### src/rtl/uart_baud_ctrl_if.sv
// Bundle between the UART register file / line side and the baud-select controller.
// The controller uses the slave modport; whatever drives the requests uses master.
interface uart_baud_ctrl_if;
  logic       wr_en;
  logic [1:0] wr_data;
  logic       ab_start;
  logic       tx_busy;
  logic       rx_busy;
  logic       rx_in;
  logic [1:0] b_rate;
  logic       cfg_pending;
  logic       ab_busy;
  logic       ab_done;
  logic       ab_err;

  modport master (
    output wr_en, wr_data, ab_start, tx_busy, rx_busy, rx_in,
    input  b_rate, cfg_pending, ab_busy, ab_done, ab_err
  );

  modport slave (
    input  wr_en, wr_data, ab_start, tx_busy, rx_busy, rx_in,
    output b_rate, cfg_pending, ab_busy, ab_done, ab_err
  );
endinterface

### src/rtl/uart_baud_ctrl.sv
// Baud-select owner: applies CPU rate writes only between frames and measures the start
// bit of a 'U' on rx to pick the nearest of 4800/9600/19200/38400.
//
//  state     | meaning
//  ----------+------------------------------------------------------------
//  S_IDLE    | rate stable; accepts writes and autobaud requests
//  S_PEND    | write held until both TX and RX are idle
//  S_AB_ARM  | autobaud: waiting for the line to be idle (high)
//  S_AB_WAIT | autobaud: waiting for the start-bit falling edge
//  S_AB_MEAS | autobaud: counting the low pulse width
module uart_baud_ctrl #(
  parameter int unsigned SYS_CLK      = 100000000,
  parameter logic [1:0]  DEFAULT_RATE = 2'b01
) (
  input  logic               clk,
  input  logic               rst_n,
  uart_baud_ctrl_if.slave    ctrl_if
);

  localparam int unsigned T_MAX_I = SYS_CLK / 2400;
  localparam int          CNT_W   = $clog2(T_MAX_I) + 1;

  localparam logic [CNT_W-1:0] T_MIN = CNT_W'(SYS_CLK / 76800);
  localparam logic [CNT_W-1:0] T_11  = CNT_W'(SYS_CLK / 25600);
  localparam logic [CNT_W-1:0] T_10  = CNT_W'(SYS_CLK / 12800);
  localparam logic [CNT_W-1:0] T_01  = CNT_W'(SYS_CLK / 6400);
  localparam logic [CNT_W-1:0] T_MAX = CNT_W'(T_MAX_I);

  typedef enum logic [2:0] {
    S_IDLE,
    S_PEND,
    S_AB_ARM,
    S_AB_WAIT,
    S_AB_MEAS
  } state_t;

  state_t           state_q, state_d;
  logic [1:0]       b_rate_q, b_rate_d;
  logic [1:0]       pend_rate_q, pend_rate_d;
  logic [CNT_W-1:0] cnt_q, cnt_d;
  logic             ab_done_q, ab_done_d;
  logic             ab_err_q, ab_err_d;
  logic             rx_meta_q, rx_s_q, rx_prev_q;

  logic             both_idle;
  logic             rx_fall;
  logic [1:0]       pend_sel;
  logic [CNT_W-1:0] cnt_inc;

  assign both_idle = ~ctrl_if.tx_busy & ~ctrl_if.rx_busy;
  assign rx_fall   = rx_prev_q & ~rx_s_q;
  assign pend_sel  = ctrl_if.wr_en ? ctrl_if.wr_data : pend_rate_q;
  assign cnt_inc   = cnt_q + 1'b1;

  // Sync flops reset high so a line that is idle at reset never looks like a fall.
  always_ff @(posedge clk or negedge rst_n) begin
    if (!rst_n) begin
      rx_meta_q <= 1'b1;
      rx_s_q    <= 1'b1;
      rx_prev_q <= 1'b1;
    end else begin
      rx_meta_q <= ctrl_if.rx_in;
      rx_s_q    <= rx_meta_q;
      rx_prev_q <= rx_s_q;
    end
  end

  always_ff @(posedge clk or negedge rst_n) begin
    if (!rst_n) begin
      state_q     <= S_IDLE;
      b_rate_q    <= DEFAULT_RATE;
      pend_rate_q <= DEFAULT_RATE;
      cnt_q       <= '0;
      ab_done_q   <= 1'b0;
      ab_err_q    <= 1'b0;
    end else begin
      state_q     <= state_d;
      b_rate_q    <= b_rate_d;
      pend_rate_q <= pend_rate_d;
      cnt_q       <= cnt_d;
      ab_done_q   <= ab_done_d;
      ab_err_q    <= ab_err_d;
    end
  end

  always_comb begin
    state_d     = state_q;
    b_rate_d    = b_rate_q;
    pend_rate_d = pend_rate_q;
    cnt_d       = cnt_q;
    ab_done_d   = 1'b0;
    ab_err_d    = 1'b0;

    case (state_q)
      S_IDLE: begin
        if (ctrl_if.wr_en) begin
          if (both_idle) begin
            b_rate_d = ctrl_if.wr_data;
          end else begin
            pend_rate_d = ctrl_if.wr_data;
            state_d     = S_PEND;
          end
        end else if (ctrl_if.ab_start) begin
          state_d = S_AB_ARM;
        end
      end

      S_PEND: begin
        pend_rate_d = pend_sel;
        if (both_idle) begin
          b_rate_d = pend_sel;
          state_d  = S_IDLE;
        end
      end

      S_AB_ARM: begin
        if (rx_s_q) state_d = S_AB_WAIT;
      end

      S_AB_WAIT: begin
        if (rx_fall) begin
          cnt_d   = '0;
          state_d = S_AB_MEAS;
        end
      end

      S_AB_MEAS: begin
        if (!rx_s_q) begin
          cnt_d = (cnt_q >= T_MAX) ? T_MAX : cnt_inc;
          // A line stuck low this long is a break, not a start bit.
          if (cnt_inc >= T_MAX) begin
            ab_err_d = 1'b1;
            state_d  = S_IDLE;
          end
        end else begin
          state_d = S_IDLE;
          if (cnt_q < T_MIN) begin
            ab_err_d = 1'b1;
          end else begin
            ab_done_d = 1'b1;
            if (cnt_q < T_11)      b_rate_d = 2'b11;
            else if (cnt_q < T_10) b_rate_d = 2'b10;
            else if (cnt_q < T_01) b_rate_d = 2'b01;
            else                   b_rate_d = 2'b00;
          end
        end
      end

      default: state_d = S_IDLE;
    endcase
  end

  assign ctrl_if.b_rate      = b_rate_q;
  assign ctrl_if.cfg_pending = (state_q == S_PEND);
  assign ctrl_if.ab_busy     = (state_q == S_AB_ARM) || (state_q == S_AB_WAIT) ||
                               (state_q == S_AB_MEAS);
  assign ctrl_if.ab_done     = ab_done_q;
  assign ctrl_if.ab_err      = ab_err_q;

endmodule

### src/flat_wrapper.sv
// flat-port wrapper written by rule: the top's interface ports become plain ports
module uart_baud_ctrl_flat 
#(
  parameter int unsigned SYS_CLK      = 100000000,
  parameter logic [1:0]  DEFAULT_RATE = 2'b01
)
  (clk, rst_n, ctrl_if_wr_en, ctrl_if_wr_data, ctrl_if_ab_start, ctrl_if_tx_busy, ctrl_if_rx_busy, ctrl_if_rx_in, ctrl_if_b_rate, ctrl_if_cfg_pending, ctrl_if_ab_busy, ctrl_if_ab_done, ctrl_if_ab_err);
  uart_baud_ctrl_if ctrl_if_i ();
  input  logic clk;
  input  logic rst_n;
  input wire logic [$bits(ctrl_if_i.wr_en)-1:0] ctrl_if_wr_en;
  input wire logic [$bits(ctrl_if_i.wr_data)-1:0] ctrl_if_wr_data;
  input wire logic [$bits(ctrl_if_i.ab_start)-1:0] ctrl_if_ab_start;
  input wire logic [$bits(ctrl_if_i.tx_busy)-1:0] ctrl_if_tx_busy;
  input wire logic [$bits(ctrl_if_i.rx_busy)-1:0] ctrl_if_rx_busy;
  input wire logic [$bits(ctrl_if_i.rx_in)-1:0] ctrl_if_rx_in;
  output wire logic [$bits(ctrl_if_i.b_rate)-1:0] ctrl_if_b_rate;
  output wire logic [$bits(ctrl_if_i.cfg_pending)-1:0] ctrl_if_cfg_pending;
  output wire logic [$bits(ctrl_if_i.ab_busy)-1:0] ctrl_if_ab_busy;
  output wire logic [$bits(ctrl_if_i.ab_done)-1:0] ctrl_if_ab_done;
  output wire logic [$bits(ctrl_if_i.ab_err)-1:0] ctrl_if_ab_err;
  assign ctrl_if_i.wr_en = ctrl_if_wr_en;
  assign ctrl_if_i.wr_data = ctrl_if_wr_data;
  assign ctrl_if_i.ab_start = ctrl_if_ab_start;
  assign ctrl_if_i.tx_busy = ctrl_if_tx_busy;
  assign ctrl_if_i.rx_busy = ctrl_if_rx_busy;
  assign ctrl_if_i.rx_in = ctrl_if_rx_in;
  assign ctrl_if_b_rate = ctrl_if_i.b_rate;
  assign ctrl_if_cfg_pending = ctrl_if_i.cfg_pending;
  assign ctrl_if_ab_busy = ctrl_if_i.ab_busy;
  assign ctrl_if_ab_done = ctrl_if_i.ab_done;
  assign ctrl_if_ab_err = ctrl_if_i.ab_err;
  uart_baud_ctrl #(.SYS_CLK(SYS_CLK), .DEFAULT_RATE(DEFAULT_RATE)) u_core (.clk(clk), .rst_n(rst_n), .ctrl_if(ctrl_if_i));
endmodule
### config.mk
export PLATFORM = sky130hd
export DESIGN_NAME = uart_baud_ctrl_flat
export DESIGN_NICKNAME = d
export VERILOG_FILES = /design/src/rtl/uart_baud_ctrl_if.sv /design/src/rtl/uart_baud_ctrl.sv /design/src/flat_wrapper.sv
export SDC_FILE = /design/constraint.sdc
export NUM_CORES = 1
export LEC_CHECK = 0
export ABC_AREA = 1
export ABC_CLOCK_PERIOD_IN_PS = 2500
export CAP_MARGIN = 10
export CORE_AREA = 8 8 101 84
export CTS_BUF_LIST = sky130_fd_sc_hd__clkbuf_4 sky130_fd_sc_hd__clkbuf_8 sky130_fd_sc_hd__clkbuf_16
export DETAILED_ROUTE_END_ITERATION = 12
export DIE_AREA = 0 0 109 92
export PLACE_DENSITY = 0.54
export REMOVE_ABC_BUFFERS = 1
export SETUP_SLACK_MARGIN = 0.3
export SYNTH_ARGS = -nofsm -noshare
export SYNTH_HDL_FRONTEND = slang
export SYNTH_SLANG_ARGS = --single-unit
### constraint.sdc
create_clock -name clk -period 2.5 [get_ports clk]
set_input_delay 0.25 -clock clk [delete_from_list [all_inputs] [get_ports clk]]
set_output_delay 0.25 -clock clk [all_outputs]
set_load 0.005 [all_outputs]
Word-level counts from Yosys, hierarchy flattened
Index checks and enable logic that the tools add are counted.
Storage, ports and cells
  register bits after elaboration: 29
  bits of input ports: 9
  output and inout bits: 6
  word-level logic and storage cells: 80
Operators by class
  $add $sub $neg: 1
  $lt $le $gt $ge: 6
  eq/ne operators: 16
  muxes and demuxes: 33
  bitwise operators: 5
  reductions and logical operators: 10
Operator list (count)
  $mux W17: 3
  $ge A17 B16 Y1 const B: 2
  $pmux W17 S2: 1
  $mux W3: 8
  $mux W2: 10
  $add A17 B1 Y17 const B: 1
  $lt A17 B11 Y1 const B: 1
  $lt A17 B12 Y1 const B: 1
  $lt A17 B13 Y1 const B: 1
  $lt A17 B14 Y1 const B: 1
  $pmux W3 S5: 1
  $reduce_and A6 Y1: 2
  $ne A2 B1 Y1 const B: 5
  $mux W1: 8
  $ne A2 B2 Y1 const B: 4
  $eq A3 B2 Y1 const B: 2
  $ne A3 B3 Y1 const B: 2
  $pmux W2 S3: 1
  $reduce_and A3 Y1: 2
  $pmux W2 S2: 1
  $reduce_bool A2 Y1: 2
  $eq A3 B1 Y1 const B: 1
  $eq A3 B3 Y1 const B: 1
  $logic_not A3 Y1: 1
  5 further kinds: 9

Depth between registers and ports, before layout
  depth after elaboration: 7
  mapped depth: 16
  mapped depth without buffers: 16

Least setup slack after synthesis
Ideal clock, no wire load.
  kind: register to register
  start: register u_core.cnt_q[0]
  end: register u_core.state_q[1]
  setup time: 0.117 ns
  data arrival time: 1.580 ns
  data required time: 2.383 ns
  setup slack: 0.803 ns
  cell stages (with the launch flop): 16
  path buffers: 0
  period minus slack after synthesis: 1.697 ns
  cell sequence: dfrtp_1 ha_1 nand3_1 inv_1 nand2_1 nor2_1 nand2_1 nand2_1 inv_1 nand3_1 nor2_1 nand2_1 nand2_2 nand2_2 nand3_1 nand2_1
On the way
  word-level cells in the longest chain between the ends: 4
RTL lines
  start: declaration: line uart_baud_ctrl.sv:40  | logic [CNT_W-1:0] cnt_q, cnt_d;
  start signal: assignment: line uart_baud_ctrl.sv:80  | cnt_q <= cnt_d;
  $add A17 B1 Y17: line uart_baud_ctrl.sv:53  | assign cnt_inc = cnt_q + 1'b1;
  $ge A17 B16 Y1: line uart_baud_ctrl.sv:131  | if (cnt_inc >= T_MAX) begin
  $ne A3 B1 Y1 (no source line)
  $reduce_and A6 Y1 (no source line)
  end signal: assignment: line uart_baud_ctrl.sv:77  | state_q <= state_d;
  end: declaration: line uart_baud_ctrl.sv:37  | state_t state_q, state_d;
Every way passes these cells.
A chain may end at the register's enable or synchronous reset.

Worst setup path in the final report
  start: register u_core.state_q[1]
  end: output port ctrl_if_ab_busy
On the way
  word-level cells in the longest chain between the ends: 3
  elaborated cells between the ends (all ways): 5
  those cells by class: 3 x eq/ne; 2 x reduce/logical
RTL lines
  $eq A3 B2 Y1: line uart_baud_ctrl.sv:155  | assign ctrl_if.ab_busy = (state_q == S_AB_ARM) || (state_q == S_AB_WAIT) ||
  $logic_or A1 B1 Y1: line uart_baud_ctrl.sv:155
  $logic_or A1 B1 Y1 (*): line uart_baud_ctrl.sv:155
  end: declaration: line flat_wrapper.sv:19  | output wire logic [$bits(ctrl_if_i.ab_busy)-1:0] ctrl_if_ab_busy;
Every way passes the cells marked *; elsewhere a longest branch is shown, timed or not.

==> impl_metrics.env <==
export IMPL_outcome="finished, final reports clean"
export IMPL_yosys_warnings=0
export IMPL_path_cells="nor2_1 -> inv_1 -> nor2_2 -> inv_2 -> o21ai_0 -> clkdlybuf4s50_1"
export IMPL_fillerInstances=714
export IMPL_design_area_um2=2390
export IMPL_grt_max_degree=30
export IMPL_port_buffers=14
export IMPL_slowest_delay_ps=530
export IMPL_hp_class="in -> async"
export IMPL_grt_overflow_total=0
export IMPL_io_pins=15
export IMPL_fin_setup_tns_ps=0
export IMPL_place_hpwl_mm=3.97
export IMPL_grt_pass1_vias=1791
export IMPL_r2r_cells=10
export IMPL_numCtsBuffers=5
export IMPL_final_util_pct=35.3
export IMPL_start_kind="flop"
export IMPL_routed_wl_mm=5.09
export IMPL_placed_area_um2=2230
export IMPL_syn_cell_area_um2=1990
export IMPL_areaGrowthSynthToFinish_pct=20.2
export IMPL_synth_seq_cells=29
export IMPL_setup_viol=0
export IMPL_cp_slowest_cell="clkdlybuf4s50_1"
export IMPL_via_count=1950
export IMPL_drcViolationCount=0
export IMPL_maxSlewHeadroom_pct=67.1
export IMPL_path_clk_slew_ps=70
export IMPL_final_common_cell="nand2_1"
export IMPL_required_ps=2250
export IMPL_dieArea_um2=10000
export IMPL_fin_total_pwr_mw=1.80
export IMPL_cts_tree="yes"
export IMPL_fmax_mhz=493
export IMPL_fin_crit_ps=2030
export IMPL_cp_data_arrival_time_ps=1780
export IMPL_rrSetupSlack_ps=540
export IMPL_drtAntennaViolNets=0
export IMPL_rsz0062_at_grt="false"
export IMPL_post_route_period_util_pct=81.2
export IMPL_ys_types=26
export IMPL_core_um2=6790
export IMPL_endpoint_kind="output pin"
export IMPL_drt_iter0_markers=177
export IMPL_rows=27
export IMPL_start_util_pct=29.4
export IMPL_grt_usage_pct=11.0
export IMPL_p_leak_nw=1.15
export IMPL_maxCapViolCount=0
export IMPL_yosysSeqAreaShare_pct=36.7
export IMPL_antenna_found_initial=0
export IMPL_wl_per_cell_um=12.5
export IMPL_firstDrtPassIters=4
export IMPL_finalHoldViolCount=0
export IMPL_skew_ps=6.03
export IMPL_synthCells=295
export IMPL_cts_root_buf="clkbuf_8"
export IMPL_grt_pass1_wl_mm=8.76
export IMPL_worst_pin_slew_ps=490
export IMPL_gp_congestion=0.877
export IMPL_dieHeight_um=92
export IMPL_cp_max_fo=6
export IMPL_n_antenna_cell=0
export IMPL_path_class="reg -> out"
export IMPL_reg2reg_from="u_core.cnt_q[2]"
export IMPL_cts_max_path_buffers=2
export IMPL_slew_viol_final=0
export IMPL_power_density_nw_per_um2=753
export IMPL_layout_drive_gt1_share_pct=10.3
export IMPL_timing_rr_end="u_core.cnt_q[3]"
export IMPL_cts_max_level=2
export IMPL_die_w_um=109
export IMPL_syn_area_per_cell_um2=6.76
export IMPL_final_cell_mix="72 x nand2_1, 47 x inv_1, 34 x o21ai_0"
export IMPL_fin_nets=329
export IMPL_via_per_inst=4.80
export IMPL_cts_sinks=29
export IMPL_whs_ps=355
export IMPL_clk_latency_ps=290
export IMPL_irDropWorstVdd_uv=206
-- kinds of logic (layout without fill, tap and decap cells) --
logic type	Yosys count	after routing	synth area share (%)
adder cells (fa/ha/maj)	2	2	1.26
flip-flops	29	29	36.7
buffers and inverters	51	75	10.0
XOR/XNOR	6	6	2.64
AO/OA/AOI/OAI	47	47	13.1
multiplexers	1	1	0.565
AND/OR/NAND/NOR	159	159	35.7
-- metrics by stage --
| stage | worst slack [ps] | cells |
|---|---|---|
| after floorplan | 803 | 292 |
| after global placement | 337 | 394 |
| after detailed placement | 367 | 394 |
| after CTS | 335 | 402 |
| after global routing | 308 | 406 |
| final | 470 | 406 |
-- worst max path at each step --
| stage | from | end | cells after the start |
|---|---|---|---|
| after detailed placement | u_core.state_q[1] | u_core.cnt_q[11] | 10 |
| final | u_core.state_q[1] | ctrl_if_ab_busy | 6 |
| after global routing | u_core.cnt_q[1] | u_core.state_q[1] | 16 |
| after floorplan | u_core.cnt_q[0] | u_core.state_q[1] | 15 |
| after CTS | u_core.state_q[1] | u_core.cnt_q[11] | 10 |
| after global placement | u_core.state_q[1] | u_core.cnt_q[12] | 10 |
-- cell usage after synthesis (all sizes together) --
| cell type | instances | area [µm²] |
|---|---|---|
| inv | 48 | 180 |
| buf | 3 | 20.0 |
| o21bai | 2 | 15.0 |
| ha | 2 | 25.0 |
| nand4 | 8 | 50.1 |
| mux2 | 1 | 11.3 |
| nand3 | 27 | 135 |
| dfstp | 5 | 131 |
| a221oi | 1 | 8.76 |
| xor2 | 6 | 52.6 |
| o211ai | 1 | 7.51 |
| nor2 | 39 | 181 |
| nor3 | 7 | 35.0 |
| dfrtp | 24 | 601 |
| o21ai | 36 | 184 |
| nor4 | 1 | 6.26 |
| nand3b | 1 | 7.51 |
| a21oi | 7 | 46.3 |
| nand2 | 76 | 295 |
-- routing by layer --
layer  GRT usage (%)  vias up  share of wire, %
met1            16.2      887                51
met3            2.38        6               6.4
met5               0        -                 0
met2            15.2       61                41
met4            3.75        0               1.4
li1                -      996                 -
-- cell type report --
class                      instances  area (µm²)  area share, %
tap                               87         109           4.55
timing repair buffer              19         178           7.42
multi-input combinational        215        1060           44.3
inverter                          48         180           7.52
clock inverter                     3        65.1           2.72
sequential                        29         733           30.6
clock buffer                       5        68.8           2.87
-- critical path: cells and delay by family, from the launching register on --
family                 cells  cell delay [ps]
and+or+nand+nor            2              300
DFF                        1              410
buffers and inverters      3              700
AOI/OAI and AO/OA          1               90
-- sequential cells by signal, summed over array words and instances, names as in the netlist --
register,cells
u_core.ctrl_if.ab_done,1
u_core.ctrl_if.b_rate,2
u_core.pend_rate_q,2
u_core.state_q,3
u_core.cnt_q,17
u_core.rx_meta_q,1
u_core.ctrl_if.ab_err,1
u_core.rx_s_q,1
u_core.rx_prev_q,1
-- timing repair --
action	4_1_cts	5_1_grt
gates resized for setup	0	2
hold buffers	0	0
setup buffers	0	4
endpoints found under the setup margin	0	5
-- power breakdown --
part | switching, mW | total [mW] | internal, mW
registers | 0.0550 | 0.609 | 0.554
clock network | 0.195 | 0.591 | 0.396
logic | 0.349 | 0.603 | 0.255
total | 0.599 | 1.80 | 1.20
(Power assumes the default switching activity.)
==> edit 1, RTL diff (same flow settings) <==
Re-encode `state_t` (5 states) as one-hot, 5 bits wide.
--- a/src/rtl/uart_baud_ctrl.sv
+++ b/src/rtl/uart_baud_ctrl.sv
@@ -26,12 +26,12 @@
   localparam logic [CNT_W-1:0] T_01  = CNT_W'(SYS_CLK / 6400);
   localparam logic [CNT_W-1:0] T_MAX = CNT_W'(T_MAX_I);
 
-  typedef enum logic [2:0] {
-    S_IDLE,
-    S_PEND,
-    S_AB_ARM,
-    S_AB_WAIT,
-    S_AB_MEAS
+  typedef enum logic [4:0] {
+    S_IDLE    = 5'b00001,
+    S_PEND    = 5'b00010,
+    S_AB_ARM  = 5'b00100,
+    S_AB_WAIT = 5'b01000,
+    S_AB_MEAS = 5'b10000
   } state_t;
 
   state_t           state_q, state_d;
Formal check against the unedited RTL: same outputs for any inputs over 10 cycles, from zero or initial values and one cycle with rst_n low; not proved beyond that.
==> edit 1 against the unedited design <==
- cell area rose by 7.6%
- largest power group unchanged
- combinational power fell by 17%
- sequential cell count rose by 2
- total power fell by 5.7%
- synthesized cell count rose by 6.4%
- area after synthesis rose by 8.0%
- setup slack got worse by 0.073 ns
- wire length rose by 16%
==> edit 1: results (changes against the unedited design) <==
global_route:
  gr-usage-met2_pct: 16.1  # was 15.2%
  grt_pass1_wl_um: 9880  # was 8760 um
  grt_max_degree: 32  # was 30
  antenna_found_initial: 0  # unchanged
  grt_use_total_pct: 12.5  # was 11.0%
  grt_pass1_vias: 1982  # was 1,791
  use_met3_pct: 1.89  # was 2.38%
  grtUsageMet1_pct: 19.1  # was 16.2%
final_layout:
  largestRegisters: "u_core.cnt_q: 17 flops, u_core.state_q: 5 flops"  # was u_core.cnt_q: 17 flops, u_core.state_q: 3 flops
  diodes: 0  # unchanged
  final_nets: 349  # was 329
  drive_gt1_share_pct: 15.0  # was 10.3%
status:
  status: "finished clean"  # unchanged
worst_setup_path:
  critical-path-max-stage-delay_ns: 0.50  # was 0.53 ns
  ff2ff_setup_slack_ns: 0.49  # was 0.54 ns
  arrival_ns: 1.85  # was 1.78 ns
  cp_max_fo: 3  # was 6
  rr_startpoint: "u_core.state_q[0]"  # was u_core.cnt_q[2]
  cp_top_family: "buffers and inverters"  # unchanged
  cp_slowest_cell: "clkdlybuf4s50_1"  # unchanged
  r2r_end: "u_core.cnt_q[10]"  # was u_core.cnt_q[3]
  rr_worst_depth: 8  # was 10
pwr:
  power_frac_clock_pct: 31.1  # was 32.8%
  vdd_ir_drop_max_mv: 0.210  # was 0.206 mV
  p_seq_share_pct: 39.5  # was 33.8%
  p_int_w: 0.00113  # was 0.00120 W
  power.net_switching_w: 0.000572  # was 0.000599 W
  p_leak_nw: 1.20  # was 1.15 nW
detailed_routing:
  drtIter0Drc: 211  # was 177
  num_vias: 2132  # was 1,950
  drtPass1Iterations: 5  # was 4
  via_per_inst: 5.00  # was 4.80
  wl_um: 5920  # was 5090 um
placed_design:
  gp_congestion: 0.925  # was 0.877
  dp.cells: 415  # was 394
  postPlaceCellArea_um2: 2400  # was 2230 um2
  port_buffers: 14  # unchanged
  pre_cts_slack_ns: 0.478  # was 0.367 ns
  dp_hpwl_um: 4500  # was 3970 um
synthesis:
  netlist_top_cells_area: "dfrtp_1, nand2_1, inv_1, dfstp_2, nor2_1"  # was dfrtp_1, nand2_1, inv_1, o21ai_0, nand3_1
  yosysSeqAreaShare_pct: 36.4  # was 36.7%
  synthTopCellsByCount: "nand2_1, inv_1, nor2_1"  # was nand2_1, inv_1, o21ai_0
  synth_warnings: 0  # unchanged
  syn_area_per_cell_um2: 6.86  # was 6.76 um2
  synth_cell_types: 36  # was 26
  synth_top_flop_cell: "dfrtp_1"  # unchanged
timing:
  whs_ns: 0.353  # was 0.355 ns
  fin_skew_ns: 0.00505  # was 0.00603 ns
  relSlewSlack_pct: 67.4  # was 67.1%
  worst_slack_ns: 0.397  # was 0.470 ns
clock_network:
  root_buffer: "clkbuf_8"  # unchanged
  insertion_delay_ns: 0.29  # about the same
  clk_path_buf_depth: 2  # unchanged
## edit 1: cell count changes in the layout (fill, tap and decap cells not counted), moves of 6 or more
cell,change
nand2_1,+8
xor2_1,-6
nand3_1,-6
o21ai_0,-12
o22ai_1,+9
## edit 1: worst register-to-register path, stage by stage (launching register included)
cell and delay [ns]:
dfstp_2 0.54, nor2_1 0.04, inv_1 0.18, nor3_4 0.08, inv_2 0.11, nor2_2 0.05, o21ai_0 0.39, inv_2 0.26
o22ai_1 0.27
## edit 1: how the worst max path moves through the flow
stage / endpoint / depth (start not counted) / from
floorplan: u_core.state_q[3] / 12 / u_core.cnt_q[0]
global placement: u_core.cnt_q[10] / 8 / u_core.state_q[2]
detailed placement: u_core.ctrl_if.ab_err / 12 / u_core.cnt_q[0]
CTS: ctrl_if_ab_busy / 6 / u_core.state_q[1]
global route: ctrl_if_ab_busy / 6 / u_core.state_q[3]
finish: ctrl_if_ab_busy / 6 / u_core.state_q[1]
## edit 1: logic make-up (layout without fill, tap and decap cells)
logic type	after synthesis	after routing	synth area share [%]
and+or+nand+nor	179	179	39.4
DFF	31	31	36.4
xor gates and xnor gates	1	1	0.407
buffers and inverters	53	78	9.47
adders and majority gates	2	2	1.16
AOI/OAI and AO/OA	48	48	13.2
## edit 1: final cells by class
cell class,instances,area [um2]
Fill cell,703,4210
Inverter,51,191
Clock buffer,6,82.6
Sequential cell,31,786
Multi-Input combinational cell,230,1200
Clock inverter,2,35.0
Timing Repair Buffer,19,178
Tap cell,87,109
## edit 1: what timing repair did
action / 4_1_cts / 5_1_grt
gates resized for setup: 2 / 5
buffers inserted: 0 / 3
endpoints found under the setup margin: 1 / 6
pin swaps: 1 / 2
## edit 1: metal layers
metal,up-vias,wire length [um]
li1,1081,-
met1,962,3020
met2,81,2420
met3,8,338
met4,0,140
met5,-,0
==> edit 2, RTL diff (same settings) <==
Made on the original files. `SYS_CLK` is set to 100000000 in 2 places; all go to 400000000.
--- a/src/rtl/uart_baud_ctrl.sv
+++ b/src/rtl/uart_baud_ctrl.sv
@@ -9,7 +9,7 @@
 //  S_AB_WAIT | autobaud: waiting for the start-bit falling edge
 //  S_AB_MEAS | autobaud: counting the low pulse width
 module uart_baud_ctrl #(
-  parameter int unsigned SYS_CLK      = 100000000,
+  parameter int unsigned SYS_CLK      = 400000000,
   parameter logic [1:0]  DEFAULT_RATE = 2'b01
 ) (
   input  logic               clk,
--- a/src/flat_wrapper.sv
+++ b/src/flat_wrapper.sv
@@ -1,7 +1,7 @@
 // flat-port wrapper written by rule: the top's interface ports become plain ports
 module uart_baud_ctrl_flat 
 #(
-  parameter int unsigned SYS_CLK      = 100000000,
+  parameter int unsigned SYS_CLK      = 400000000,
   parameter logic [1:0]  DEFAULT_RATE = 2'b01
 )
   (clk, rst_n, ctrl_if_wr_en, ctrl_if_wr_data, ctrl_if_ab_start, ctrl_if_tx_busy, ctrl_if_rx_busy, ctrl_if_rx_in, ctrl_if_b_rate, ctrl_if_cfg_pending, ctrl_if_ab_busy, ctrl_if_ab_done, ctrl_if_ab_err);
Formal check against the unedited RTL: no difference found for any inputs over 10 cycles, from zero or initial values and one cycle with rst_n low; that may be too few to reach the edited logic, so the function may still have changed.
==> edit 2 against the unedited design <==
- sequential power up 5.6%
- via count increased by 21%
- setup slack better by 0.0091 ns
- utilization rose by 3.5 points
- cell area up 10%
- wire length grew 28%
- sequential share of layout area is 0.89 points lower
- sequential cell count increased by 2
- area after synthesis up 14%
- cell count up 10%
- total power decreased by 4.9%
- largest cell class unchanged
- highest routed layer unchanged
==> edit 2: results (changes against the unedited design) <==
status:
  status: "finished clean"  # unchanged
final_layout:
  final_nets: 371  # was 329
  largestRegisters: "u_core.cnt_q: 19 flops, u_core.state_q: 3 flops"  # was u_core.cnt_q: 17 flops, u_core.state_q: 3 flops
  diodes: 0  # unchanged
  drive_gt1_share_pct: 13.0  # was 10.3%
synthesis:
  synth_warnings: 0  # unchanged
  netlist_top_cells_area: "dfrtp_1, nand2_1, inv_1, nor2_1, nand3_1"  # was dfrtp_1, nand2_1, inv_1, o21ai_0, nand3_1
  synth_cell_types: 36  # was 26
  synth_compound_area_share_pct: 14.2  # was 13.1%
  async_flop_share_pct: 100  # unchanged
  synthCells: 339  # was 295
  synthAdderAreaFrac_pct: 1.10  # was 1.26%
  yosysSeqAreaShare_pct: 34.5  # was 36.7%
  synth_xor_area_share_pct: 1.16  # was 2.64%
  synthMuxAreaShare_pct: 1.44  # was 0.565%
  synthTopCellsByCount: "nand2_1, inv_1, nor2_1"  # was nand2_1, inv_1, o21ai_0
timing:
  fin_skew_ns: 0.0116  # was 0.00603 ns
  relSlewSlack_pct: 69.1  # was 67.1%
  setup_viol: 0  # unchanged
clock_network:
  insertion_delay_ns: 0.29  # about the same
  clk_path_buf_depth: 2  # unchanged
  root_buffer: "clkbuf_8"  # unchanged
  htreeDepth: 2  # unchanged
  clk_pin_slew_worst_paths_ns: 0.08
  cts-buffers-inserted: 5  # unchanged
detailed_routing:
  via_per_inst: 5.28  # was 4.80
  drtIter0Drc: 234  # was 177
  drtPass1Iterations: 5  # was 4
  wl_per_cell_um: 14.6  # was 12.5 um
  wl_um: 6540  # was 5090 um
worst_setup_path:
  cp_max_fo: 5  # was 6
  cp_slowest_cell: "dfrtp_1"  # was clkdlybuf4s50_1
  cp_top_family: "simple AND/OR/NAND/NOR gates"  # was buffers and inverters
  crit_type: "reg -> reg"  # was reg -> out
  rr_startpoint: "u_core.cnt_q[7]"  # was u_core.cnt_q[2]
  critical-path-max-stage-delay_ns: 0.43  # was 0.53 ns
placed_design:
  dp.cells: 439  # was 394
  gp_congestion: 0.929  # was 0.877
  dp_hpwl_um: 5020  # was 3970 um
  port_buffers: 14  # unchanged
  pre_cts_slack_ns: 0.453  # was 0.367 ns
  postPlaceCellArea_um2: 2520  # was 2230 um2
pwr:
  vdd_ir_drop_max_mv: 0.284  # was 0.206 mV
  p_leak_nw: 1.18  # was 1.15 nW
global_route:
  grt_pass1_vias: 2235  # was 1,791
  antenna_found_initial: 0  # unchanged
  grt_pass1_wl_um: 11400  # was 8760 um
  grt_use_total_pct: 14.1  # was 11.0%
  grt_max_degree: 32  # was 30
worst_hold_path:
  hp-class: "in -> async"  # unchanged
## edit 2: cell count changes in the layout (fill, tap and decap cells not counted), moves of 3 or more
cell,change
inv_1,-6
nor2_2,+6
o22ai_1,+10
o21ai_0,-6
a21oi_1,+6
xor2_1,-5
nand2_1,+18
nor4_1,+3
## edit 2: path summary, 6_finish.rpt
kind | to | slack, ns | depth (start not counted)
max | u_core.ctrl_if.b_rate[0] | 0.48 | 12
min | u_core.cnt_q[9] | 0.36 | 2
max reg2reg | u_core.ctrl_if.b_rate[0] | 0.48 | 12
min reg2reg | u_core.rx_s_q | 0.36 | 0
max in group asynchronous | u_core.rx_meta_q | 1.79 | 2
min in group clk | u_core.rx_s_q | 0.36 | 0
## edit 2: layer usage
layer	routed length, um	GRT usage (%)
met5	0	0
met2	2730	19.9
met3	622	2.59
met1	3110	21.0
met4	82	4.10
## edit 2: cell type report
| type | instances | area [um2] |
|---|---|---|
| well taps | 87 | 109 |
| fillers | 696 | 4160 |
| clock buffers | 7 | 90.1 |
| flip-flops and latches | 31 | 783 |
| clock inverters | 1 | 5.00 |
| repair buffers | 17 | 163 |
| inverters | 43 | 161 |
| multi-input cells | 262 | 1320 |
## edit 2: power breakdown
| part | leakage, nW | switching (W) | internal [W] | total [W] |
|---|---|---|---|---|
| clock | 0.0517 | 0.000199 | 0.000233 | 0.000432 |
| combinational | 0.723 | 0.000378 | 0.000264 | 0.000642 |
| sequential | 0.407 | 0.0000543 | 0.000588 | 0.000643 |
## edit 2: cell families after synthesis
kind of cell,count (synthesis)
buf+inv,46
xor+xnor,3
simple gates,196
mux,3
fa+ha+maj,2
compound gates,58
flops,31
## edit 2: repair_timing
action / in CTS / in global routing
setup endpoints to repair: 0 / 5
resized for setup: 0 / 5
setup buffers: 0 / 1
